===== src/rtl/alu_issue_ctrl_if.sv =====
// Bundle of the operation, operand and result signals of alu_issue_ctrl.
//   master : producer of operations, supplier of the alu result, consumer of results
//   slave  : the issue controller itself
// count is sized from DEPTH so both ends agree on its width.
interface alu_issue_ctrl_if #(parameter int DEPTH = 4);
  localparam int CW = $clog2(DEPTH) + 1;

  logic          in_valid;
  logic          in_ready;
  logic [31:0]   in_A;
  logic [31:0]   in_B;
  logic          in_Cin;
  logic [2:0]    in_opcode;
  logic [31:0]   A;
  logic [31:0]   B;
  logic          Cin;
  logic [2:0]    opcode;
  logic [63:0]   out;
  logic          res_valid;
  logic          res_ready;
  logic [63:0]   res_data;
  logic [2:0]    res_opcode;
  logic [CW-1:0] count;

  modport master (
    output in_valid, in_A, in_B, in_Cin, in_opcode, out, res_ready,
    input  in_ready, A, B, Cin, opcode, res_valid, res_data, res_opcode, count
  );

  modport slave (
    input  in_valid, in_A, in_B, in_Cin, in_opcode, out, res_ready,
    output in_ready, A, B, Cin, opcode, res_valid, res_data, res_opcode, count
  );
endinterface


===== src/rtl/alu_issue_ctrl.sv =====
// Issue controller for an external combinational alu.
// Operations are queued in a DEPTH-entry FIFO, popped one at a time into
// registered operands (A/B/Cin/opcode), given one cycle for the alu to
// settle, and the result is captured and held until res_ready.
//   clk, rst_n : clock, asynchronous active-low reset
//   bus.in_*   : operation handshake and payload
//   bus.A..    : registered operands driven to the alu; bus.out is its result
//   bus.res_*  : result handshake, captured result and its opcode
//   bus.count  : FIFO occupancy
module alu_issue_ctrl #(
  parameter int DEPTH = 4
) (
  input  logic           clk,
  input  logic           rst_n,
  alu_issue_ctrl_if.slave bus
);
  localparam int AW = $clog2(DEPTH);
  localparam int CW = AW + 1;

  typedef struct packed {
    logic [31:0] a;
    logic [31:0] b;
    logic        cin;
    logic [2:0]  op;
  } op_t;

  typedef enum logic [1:0] {IDLE, ISSUE, HOLD} state_t;

  op_t             mem [DEPTH];
  logic [AW-1:0]   wr_ptr, rd_ptr;
  logic [CW-1:0]   cnt;
  op_t             opr;
  state_t          state, state_nxt;
  logic            pop, push;
  logic            res_valid;
  logic [63:0]     res_data;
  logic [2:0]      res_opcode;

  // Ready comes from registered occupancy only, so it never depends on res_ready.
  assign bus.in_ready = (cnt < CW'(DEPTH));
  assign push         = bus.in_valid && bus.in_ready;

  // Next state and pop decision. Pops look only at the registered count,
  // so an entry being written on the same edge cannot be popped (no bypass).
  always_comb begin
    state_nxt = state;
    pop       = 1'b0;
    case (state)
      IDLE: if (cnt != '0) begin
        pop       = 1'b1;
        state_nxt = ISSUE;
      end
      ISSUE: state_nxt = HOLD;
      HOLD: if (bus.res_ready) begin
        if (cnt != '0) begin
          pop       = 1'b1;
          state_nxt = ISSUE;
        end else begin
          state_nxt = IDLE;
        end
      end
      default: state_nxt = IDLE;
    endcase
  end

  always_ff @(posedge clk or negedge rst_n) begin
    if (!rst_n) state <= IDLE;
    else        state <= state_nxt;
  end

  // Storage array carries no reset; validity is tracked by the pointers/count.
  always_ff @(posedge clk) begin
    if (push) mem[wr_ptr] <= '{bus.in_A, bus.in_B, bus.in_Cin, bus.in_opcode};
  end

  always_ff @(posedge clk or negedge rst_n) begin
    if (!rst_n) begin
      wr_ptr <= '0;
      rd_ptr <= '0;
      cnt    <= '0;
    end else begin
      // Pointer width equals log2(DEPTH), so increment wraps modulo DEPTH.
      if (push) wr_ptr <= wr_ptr + 1'b1;
      if (pop)  rd_ptr <= rd_ptr + 1'b1;
      case ({push, pop})
        2'b10:   cnt <= cnt + 1'b1;
        2'b01:   cnt <= cnt - 1'b1;
        default: cnt <= cnt;
      endcase
    end
  end

  // Operands change only on a pop; result captured at the end of ISSUE.
  always_ff @(posedge clk or negedge rst_n) begin
    if (!rst_n) begin
      opr        <= '0;
      res_valid  <= 1'b0;
      res_data   <= '0;
      res_opcode <= '0;
    end else begin
      if (pop) opr <= mem[rd_ptr];
      if (state == ISSUE) begin
        res_valid  <= 1'b1;
        res_data   <= bus.out;
        res_opcode <= opr.op;
      end else if (state == HOLD && bus.res_ready) begin
        res_valid  <= 1'b0;
      end
    end
  end

  assign bus.A          = opr.a;
  assign bus.B          = opr.b;
  assign bus.Cin        = opr.cin;
  assign bus.opcode     = opr.op;
  assign bus.res_valid  = res_valid;
  assign bus.res_data   = res_data;
  assign bus.res_opcode = res_opcode;
  assign bus.count      = cnt;
endmodule


===== src/flat_wrapper.sv =====
// flat-port wrapper written by rule: the top's interface ports become plain ports
module alu_issue_ctrl_flat 
#(
  parameter int DEPTH = 4
)
  (clk, rst_n, bus_in_valid, bus_in_A, bus_in_B, bus_in_Cin, bus_in_opcode, bus_out, bus_res_ready, bus_in_ready, bus_A, bus_B, bus_Cin, bus_opcode, bus_res_valid, bus_res_data, bus_res_opcode, bus_count);
  alu_issue_ctrl_if #(.DEPTH(DEPTH)) bus_i ();
  input  logic clk;
  input  logic rst_n;
  input wire logic [$bits(bus_i.in_valid)-1:0] bus_in_valid;
  input wire logic [$bits(bus_i.in_A)-1:0] bus_in_A;
  input wire logic [$bits(bus_i.in_B)-1:0] bus_in_B;
  input wire logic [$bits(bus_i.in_Cin)-1:0] bus_in_Cin;
  input wire logic [$bits(bus_i.in_opcode)-1:0] bus_in_opcode;
  input wire logic [$bits(bus_i.out)-1:0] bus_out;
  input wire logic [$bits(bus_i.res_ready)-1:0] bus_res_ready;
  output wire logic [$bits(bus_i.in_ready)-1:0] bus_in_ready;
  output wire logic [$bits(bus_i.A)-1:0] bus_A;
  output wire logic [$bits(bus_i.B)-1:0] bus_B;
  output wire logic [$bits(bus_i.Cin)-1:0] bus_Cin;
  output wire logic [$bits(bus_i.opcode)-1:0] bus_opcode;
  output wire logic [$bits(bus_i.res_valid)-1:0] bus_res_valid;
  output wire logic [$bits(bus_i.res_data)-1:0] bus_res_data;
  output wire logic [$bits(bus_i.res_opcode)-1:0] bus_res_opcode;
  output wire logic [$bits(bus_i.count)-1:0] bus_count;
  assign bus_i.in_valid = bus_in_valid;
  assign bus_i.in_A = bus_in_A;
  assign bus_i.in_B = bus_in_B;
  assign bus_i.in_Cin = bus_in_Cin;
  assign bus_i.in_opcode = bus_in_opcode;
  assign bus_i.out = bus_out;
  assign bus_i.res_ready = bus_res_ready;
  assign bus_in_ready = bus_i.in_ready;
  assign bus_A = bus_i.A;
  assign bus_B = bus_i.B;
  assign bus_Cin = bus_i.Cin;
  assign bus_opcode = bus_i.opcode;
  assign bus_res_valid = bus_i.res_valid;
  assign bus_res_data = bus_i.res_data;
  assign bus_res_opcode = bus_i.res_opcode;
  assign bus_count = bus_i.count;
  alu_issue_ctrl #(.DEPTH(DEPTH)) u_core (.clk(clk), .rst_n(rst_n), .bus(bus_i));
endmodule

===== config.mk =====
export PLATFORM = sky130hd
export DESIGN_NAME = alu_issue_ctrl_flat
export DESIGN_NICKNAME = d
export VERILOG_FILES = /design/src/rtl/alu_issue_ctrl_if.sv /design/src/rtl/alu_issue_ctrl.sv /design/src/flat_wrapper.sv
export SDC_FILE = /design/constraint.sdc
export NUM_CORES = 1
export LEC_CHECK = 0
export BUFFER_PORTS_ARGS = -buffer_cell sky130_fd_sc_hd__buf_2
export CORE_ASPECT_RATIO = 2
export CORE_MARGIN = 4
export CORE_UTILIZATION = 40
export DETAILED_ROUTE_END_ITERATION = 16
export PLACE_DENSITY_LB_ADDON = 0.12
export SYNTH_ARGS = -nofsm -noshare
export SYNTH_HDL_FRONTEND = slang
export SYNTH_SLANG_ARGS = --single-unit

===== constraint.sdc =====
create_clock -name clk -period 4.02 [get_ports clk]
set_input_delay 0 -clock clk [delete_from_list [all_inputs] [get_ports clk]]
set_output_delay 0 -clock clk [all_outputs]
set_load 0.01 [all_outputs]

**Word level (Yosys, flattened, before mapping)**

Memories as Yosys holds them, arrays and structs flattened. A register that Yosys moved wholly into a read port is not among the register bits.
Cells that the tools add are included.

- Flip-flop bits (word level): 77
- Latch bits: 0
- RAM bits: 272
- Memory bits (read-only): 0
- Bits of input ports: 136
- Output and inout bits: 140
- Logic and storage cells: 39
- Memories: 1

- $add $sub $neg: 4
- Multiply operators: 0
- Divide/modulo/power cells: 0
- Magnitude comparators: 1
- Equal/unequal tests: 6
- Shifts and indexed selects: 0
- Multiplexer cells: 12
- Bitwise logic cells: 0
- Reductions and logical operators: 8

Memory list:

| memory | words | width | read ports | clocked after memory_dff | wr ports | line | text |
|---|---|---|---|---|---|---|---|
| u_core.mem | 4 | 68 | 1 | 1 | 1 | alu_issue_ctrl.sv:29 | `op_t mem [DEPTH];` |

Operators by type and width:

| cell | number |
|---|---|
| 2-to-1 mux 1 bit | 7 |
| one-hot mux 2 bit (3 select lines) | 1 |
| one-hot mux 3 bit (2 select lines) | 1 |
| adder 2 x 1 -> 2 bit (second input constant) | 2 |
| equality test 2 x 1 -> 1 bit (second input constant) | 2 |
| equality test 2 bit (second input constant) | 2 |
| 2-to-1 mux 2 bit | 2 |
| nonzero test 2 bit | 2 |
| adder 3 x 1 -> 3 bit (second input constant) | 1 |
| less-than comparator 3 bit (second input constant) | 1 |
| nonzero test 3 bit | 1 |
| subtractor 3 x 1 -> 3 bit (second input constant) | 1 |
| logical AND 1 bit | 2 |
| logical NOT 2 bit | 1 |
| inequality test 2 x 1 -> 1 bit (second input constant) | 1 |
| inequality test 2 bit (second input constant) | 1 |
| one-hot mux 1 bit (2 select lines) | 1 |
| AND reduction 2 bit | 1 |
| logical NOT 1 bit | 1 |

**Longest topological paths before layout**

- Depth after elaboration: 6
- Gate-level depth with buffers: 9
- Mapped depth without buffers: 8

**Worst setup path before layout**

Ideal clock, no wire load.

- Path type: register to register
- Start point: register u_core.cnt[2] (netlist: u_core.bus.count[2])
- End point: memory u_core.mem[0][0] (netlist bit) (enable)
- Library setup time: 0.433 ns
- Arrival: 2.400 ns
- Required time: 3.587 ns
- Setup slack: 1.186 ns
- Cell stages (with the launch flop): 4
- Path buffers: 1
- Period minus slack after synthesis: 2.834 ns
- Path through: dfrtp_1 > nor2b_1 > clkbuf_1 > and2_1

- Word-level cells in the longest chain between the ends: 4

Ends and longest elaborated chain:

| what | line | text |
|---|---|---|
| start: declaration | alu_issue_ctrl.sv:31 | `logic [CW-1:0] cnt;` |
| start signal: assignment | alu_issue_ctrl.sv:86 | `2'b10: cnt <= cnt + 1'b1;` |
| start signal: assignment | alu_issue_ctrl.sv:87 | `2'b01: cnt <= cnt - 1'b1;` |
| start signal: assignment | alu_issue_ctrl.sv:88 | `default: cnt <= cnt;` |
| less-than comparator 3 bit | alu_issue_ctrl.sv:40 | `assign bus.in_ready = (cnt < CW'(DEPTH));` |
| logical AND 1 bit | alu_issue_ctrl.sv:41 | `assign push = bus.in_valid && bus.in_ready;` |
| 2-to-1 mux 1 bit | alu_issue_ctrl.sv:73 | `if (push) mem[wr_ptr] <= '{bus.in_A, bus.in_B, bus.in_Cin, bus.in_opcode};` |
| 2-to-1 mux 1 bit (implied by the code) | alu_issue_ctrl.sv:73 |  |
| end: declaration | alu_issue_ctrl.sv:29 |  |

No other way between the ends.

**Worst setup path in the final report**

- Start point: register u_core.cnt[2] (netlist: u_core.bus.count[2])
- End point: memory u_core.mem[0][41] (netlist bit) (enable)

The elaborated chain is that of the path after synthesis.

==> impl_summary.log <==
INFO  metric final_core_utilization = 52.4%
INFO  metric synth_nets = 833
INFO  metric average_footprint_of_a_synthesized_cell = 22.3 um2
INFO  metric number_of_antenna_violations_at_the_first_check_in_global_routing = 0
INFO  metric detailedRoute.firstPassIterationCount = 4
INFO  metric postCtsSetupBuffers = 0
INFO  metric dr.max_layer_used = met4
INFO  metric met3_length = 2060 um
INFO  metric placement_rows = 101
INFO  metric via_per_instance_ratio = 4.76
INFO  metric io_buffers = 275
INFO  metric grt_util_all_layers = 16.2%
INFO  metric p_total = 14600 uW
INFO  metric clock_insertion_delay_worst_skew = 520 ps
INFO  metric post_route_cells_drive_above_1_share = 48.2%
INFO  metric wl_met2 = 18000 um
INFO  metric finalMaxSlewViolations = 0
INFO  metric cts.clk_slew.worst_paths = 70 ps
INFO  metric layout.cells.most_common = sky130_fd_sc_hd__buf_2
INFO  metric path_buf_inv = 1
INFO  metric dp_hpwl = 20300 um
INFO  metric die_h = 286 um
INFO  metric setup-violations-final = 0
INFO  metric floorplan.die_area = 0.0420 mm2
INFO  metric grt_setup_unrepaired = no
INFO  metric drt-total-wl = 33400 um
INFO  metric cts_htree_levels = 2
INFO  metric num-fill-cells = 3034
INFO  metric overflow = 0
INFO  metric grt_start_max_net_pins = 70
INFO  metric cts.hold.buffers_added = 135
INFO  metric layout-area-overhead-vs-synth = 29.3%
INFO  metric hold_class = primary input to asynchronous set/reset pin
INFO  metric synth.lib_cells_used.distinct = 28
INFO  metric power.density = 730 mW/mm2
INFO  metric max_cap_violations = 0
INFO  metric part_of_the_yosys_area_used_for_sequential_elements = 76.5%
INFO  metric gpl.final_weighted_congestion = 0.687
INFO  metric worst-endpoint-arrival = 2540 ps
INFO  metric antennaDiodeCount = 0
INFO  metric critical_path_peak_fanout = 44
INFO  metric grt_first_pass_wirelength = 52300 um
INFO  metric ff2ff_path_depth = 3
INFO  metric run_status = finished clean
INFO  metric setup.worst_path.start_class = flip-flop
INFO  metric final_layout_net_count = 1267
INFO  metric timing.fmax = 431 MHz
INFO  metric timing_worst_slew_pin_value = 782 ps
INFO  metric worst_path_largest_cell_delay = 760 ps
INFO  metric io_pins = 276
INFO  metric dr_total_vias = 7951
INFO  metric cts_made_buffers = 38
INFO  metric ys_seq_elements = 417
INFO  metric antenna_violating_nets_post_route = 0
INFO  metric worstSetupPathType = flip-flop to flip-flop
INFO  metric number_of_standard_cells_after_synthesis = 691
INFO  metric cp.depth = 3
INFO  metric cp_slowest_cell = sky130_fd_sc_hd__and2_4
INFO  metric drc_violation_count_after_routing = 0
INFO  metric timing.critical_path.required = 4240 ps
INFO  metric postCtsResizedCells = 0
INFO  metric layout.cells.most_common_list = 274 x sky130_fd_sc_hd__buf_2, 272 x sky130_fd_sc_hd__edfxtp_1, 143 x sky130_fd_sc_hd__dfrtp_1
INFO  metric cts_tree = done
INFO  metric post-route-min-period = 2320 ps
INFO  metric cts_num_sinks = 417
INFO  metric die_w = 147 um
INFO  metric core-area = 0.0380 mm2
INFO  metric max_slew_headroom_at_the_worst_pin = 47.8%
INFO  metric mappedNetlistArea = 0.0154 mm2
INFO  metric crit_path_max_delay_family = simple AND/OR/NAND/NOR gates
INFO  metric fin_tns_setup = 0 ps
INFO  metric detailedRoute.firstIterationViolations = 300
INFO  metric grt_pass1_vias = 8954
INFO  metric crit_path_cell_trace = nor2b_1 > and2_4 > buf_4
INFO  metric yosysWarningCount = 0
INFO  metric finalHoldViolCount = 0
INFO  metric p_leak = 0.00763 uW
INFO  metric start_util = 40.6%
INFO  metric fin_worst_skew = 13.6 ps
INFO  metric m1WireLength = 12800 um
INFO  metric cts-root-buf = sky130_fd_sc_hd__clkbuf_16
INFO  metric critPathCaptureType = flip-flop
INFO  metric post_drt_wl_per_cell = 20.0 um
INFO  metric ir_worst_vdd = 0.000516 V
INFO  metric clock_tree.buffer_depth = 3
INFO  metric min_period_over_period = 57.8%
## registers in the layout (all words and copies together), names as in the netlist
name and count:
u_core.bus.res_data 64, u_core.rd_ptr 2, u_core.wr_ptr 2, u_core.bus.res_opcode 3, u_core.bus.count 3, u_core.state 2
u_core.bus.Cin 1, u_core.bus.A 32, u_core.bus.opcode 3, u_core.bus.res_valid 1, u_core.mem 272, u_core.bus.B 32
## synthesized netlist by cell type
cell type | number | area share [%]
sky130_fd_sc_hd__and2_1 | 4 | 0.16
sky130_fd_sc_hd__mux4_2 | 68 | 9.9
sky130_fd_sc_hd__o21ai_0 | 1 | 0.032
sky130_fd_sc_hd__mux2i_1 | 1 | 0.065
sky130_fd_sc_hd__fa_1 | 1 | 0.13
sky130_fd_sc_hd__nor2b_2 | 1 | 0.057
sky130_fd_sc_hd__mux2_2 | 130 | 9.5
sky130_fd_sc_hd__nand2_1 | 2 | 0.049
sky130_fd_sc_hd__xor2_1 | 3 | 0.17
sky130_fd_sc_hd__nor2_2 | 1 | 0.041
sky130_fd_sc_hd__xnor2_1 | 3 | 0.17
sky130_fd_sc_hd__nor3_1 | 1 | 0.032
sky130_fd_sc_hd__a21oi_1 | 2 | 0.065
sky130_fd_sc_hd__nor2_1 | 1 | 0.024
sky130_fd_sc_hd__nor4b_1 | 1 | 0.057
sky130_fd_sc_hd__buf_6 | 17 | 1.2
sky130_fd_sc_hd__inv_1 | 9 | 0.22
sky130_fd_sc_hd__a21o_1 | 1 | 0.049
sky130_fd_sc_hd__clkbuf_1 | 6 | 0.15
sky130_fd_sc_hd__buf_2 | 6 | 0.19
sky130_fd_sc_hd__nor3_4 | 1 | 0.11
sky130_fd_sc_hd__nor2b_1 | 1 | 0.041
sky130_fd_sc_hd__buf_4 | 2 | 0.097
sky130_fd_sc_hd__dfrtp_1 | 145 | 24
sky130_fd_sc_hd__ha_1 | 5 | 0.41
sky130_fd_sc_hd__edfxtp_1 | 272 | 53
sky130_fd_sc_hd__mux2_4 | 5 | 0.49
sky130_fd_sc_hd__nor3_2 | 1 | 0.065
## report_power, final
| group | leakage, uW | total (uW) | internal (uW) | switching [uW] |
|---|---|---|---|---|
| combinational | 0.00288 | 4630 | 2510 | 2130 |
| clock | 0.000588 | 3460 | 1990 | 1480 |
| sequential | 0.00416 | 6470 | 5790 | 682 |
## stage by stage
stage,setup slack [ps],instance area [um2],std cells,hold slack (ps)
floorplan,1190,15400,691,-296
detailed placement,1650,17400,1465,7.44
CTS,1630,19900,1669,12.8
finish,1700,19900,1669,15.3
global placement,1700,17400,1465,4.80
global route,1500,19900,1669,35.7
## kinds of logic (layout without fill, tap and decap cells)
family                   count (synthesis)  after routing  share of synthesized area [%]
AND/OR/NAND/NOR                         14             14                          0.633
adder cells (fa/ha/maj)                  6              6                          0.535
AO/OA/AOI/OAI                            4              4                          0.146
XOR/XNOR                                 6              6                          0.341
multiplexers                           204            204                           20.0
flip-flops                             417            417                           76.5
buffers and inverters                   40            503                           1.90
## cell type report
| type | instances | area (um2) | area share, % |
|---|---|---|---|
| Clock buffer | 61 | 1160 | 5.82 |
| Clock inverter | 8 | 43.8 | 0.220 |
| Inverter | 9 | 33.8 | 0.169 |
| Multi-Input combinational cell | 234 | 3350 | 16.8 |
| Sequential cell | 417 | 11800 | 59.2 |
| Tap cell | 515 | 644 | 3.23 |
| Timing Repair Buffer | 425 | 2910 | 14.6 |
## path summary, 6_finish.rpt
| path | start | endpoint | slack (ps) |
|---|---|---|---|
| setup / recovery | u_core.bus.count[2]$_DFFE_PN0P_ | u_core.mem[0][41]$_DFFE_PP_ | 1700 |
| hold / removal | rst_n | u_core.bus.A[9]$_DFFE_PN0P_ | 20 |
| setup reg to reg | u_core.bus.count[2]$_DFFE_PN0P_ | u_core.mem[0][41]$_DFFE_PP_ | 1700 |
| hold reg to reg | u_core.bus.B[27]$_DFFE_PN0P_ | u_core.bus.B[27]$_DFFE_PN0P_ | 500 |
| max in group asynchronous | rst_n | u_core.bus.B[3]$_DFFE_PN0P_ | 3020 |
| min in group clk | bus_in_A[2] | u_core.mem[1][38]$_DFFE_PP_ | 220 |
## routing by layer
| layer | track usage [%] | vias up |
|---|---|---|
| met5 | 0 | - |
| met4 | 4.05 | 0 |
| met3 | 3.55 | 42 |
| met2 | 29.9 | 262 |
| met1 | 18.9 | 4057 |
| li1 | - | 3590 |
No activity file was read; power rests on OpenSTA's default activity.
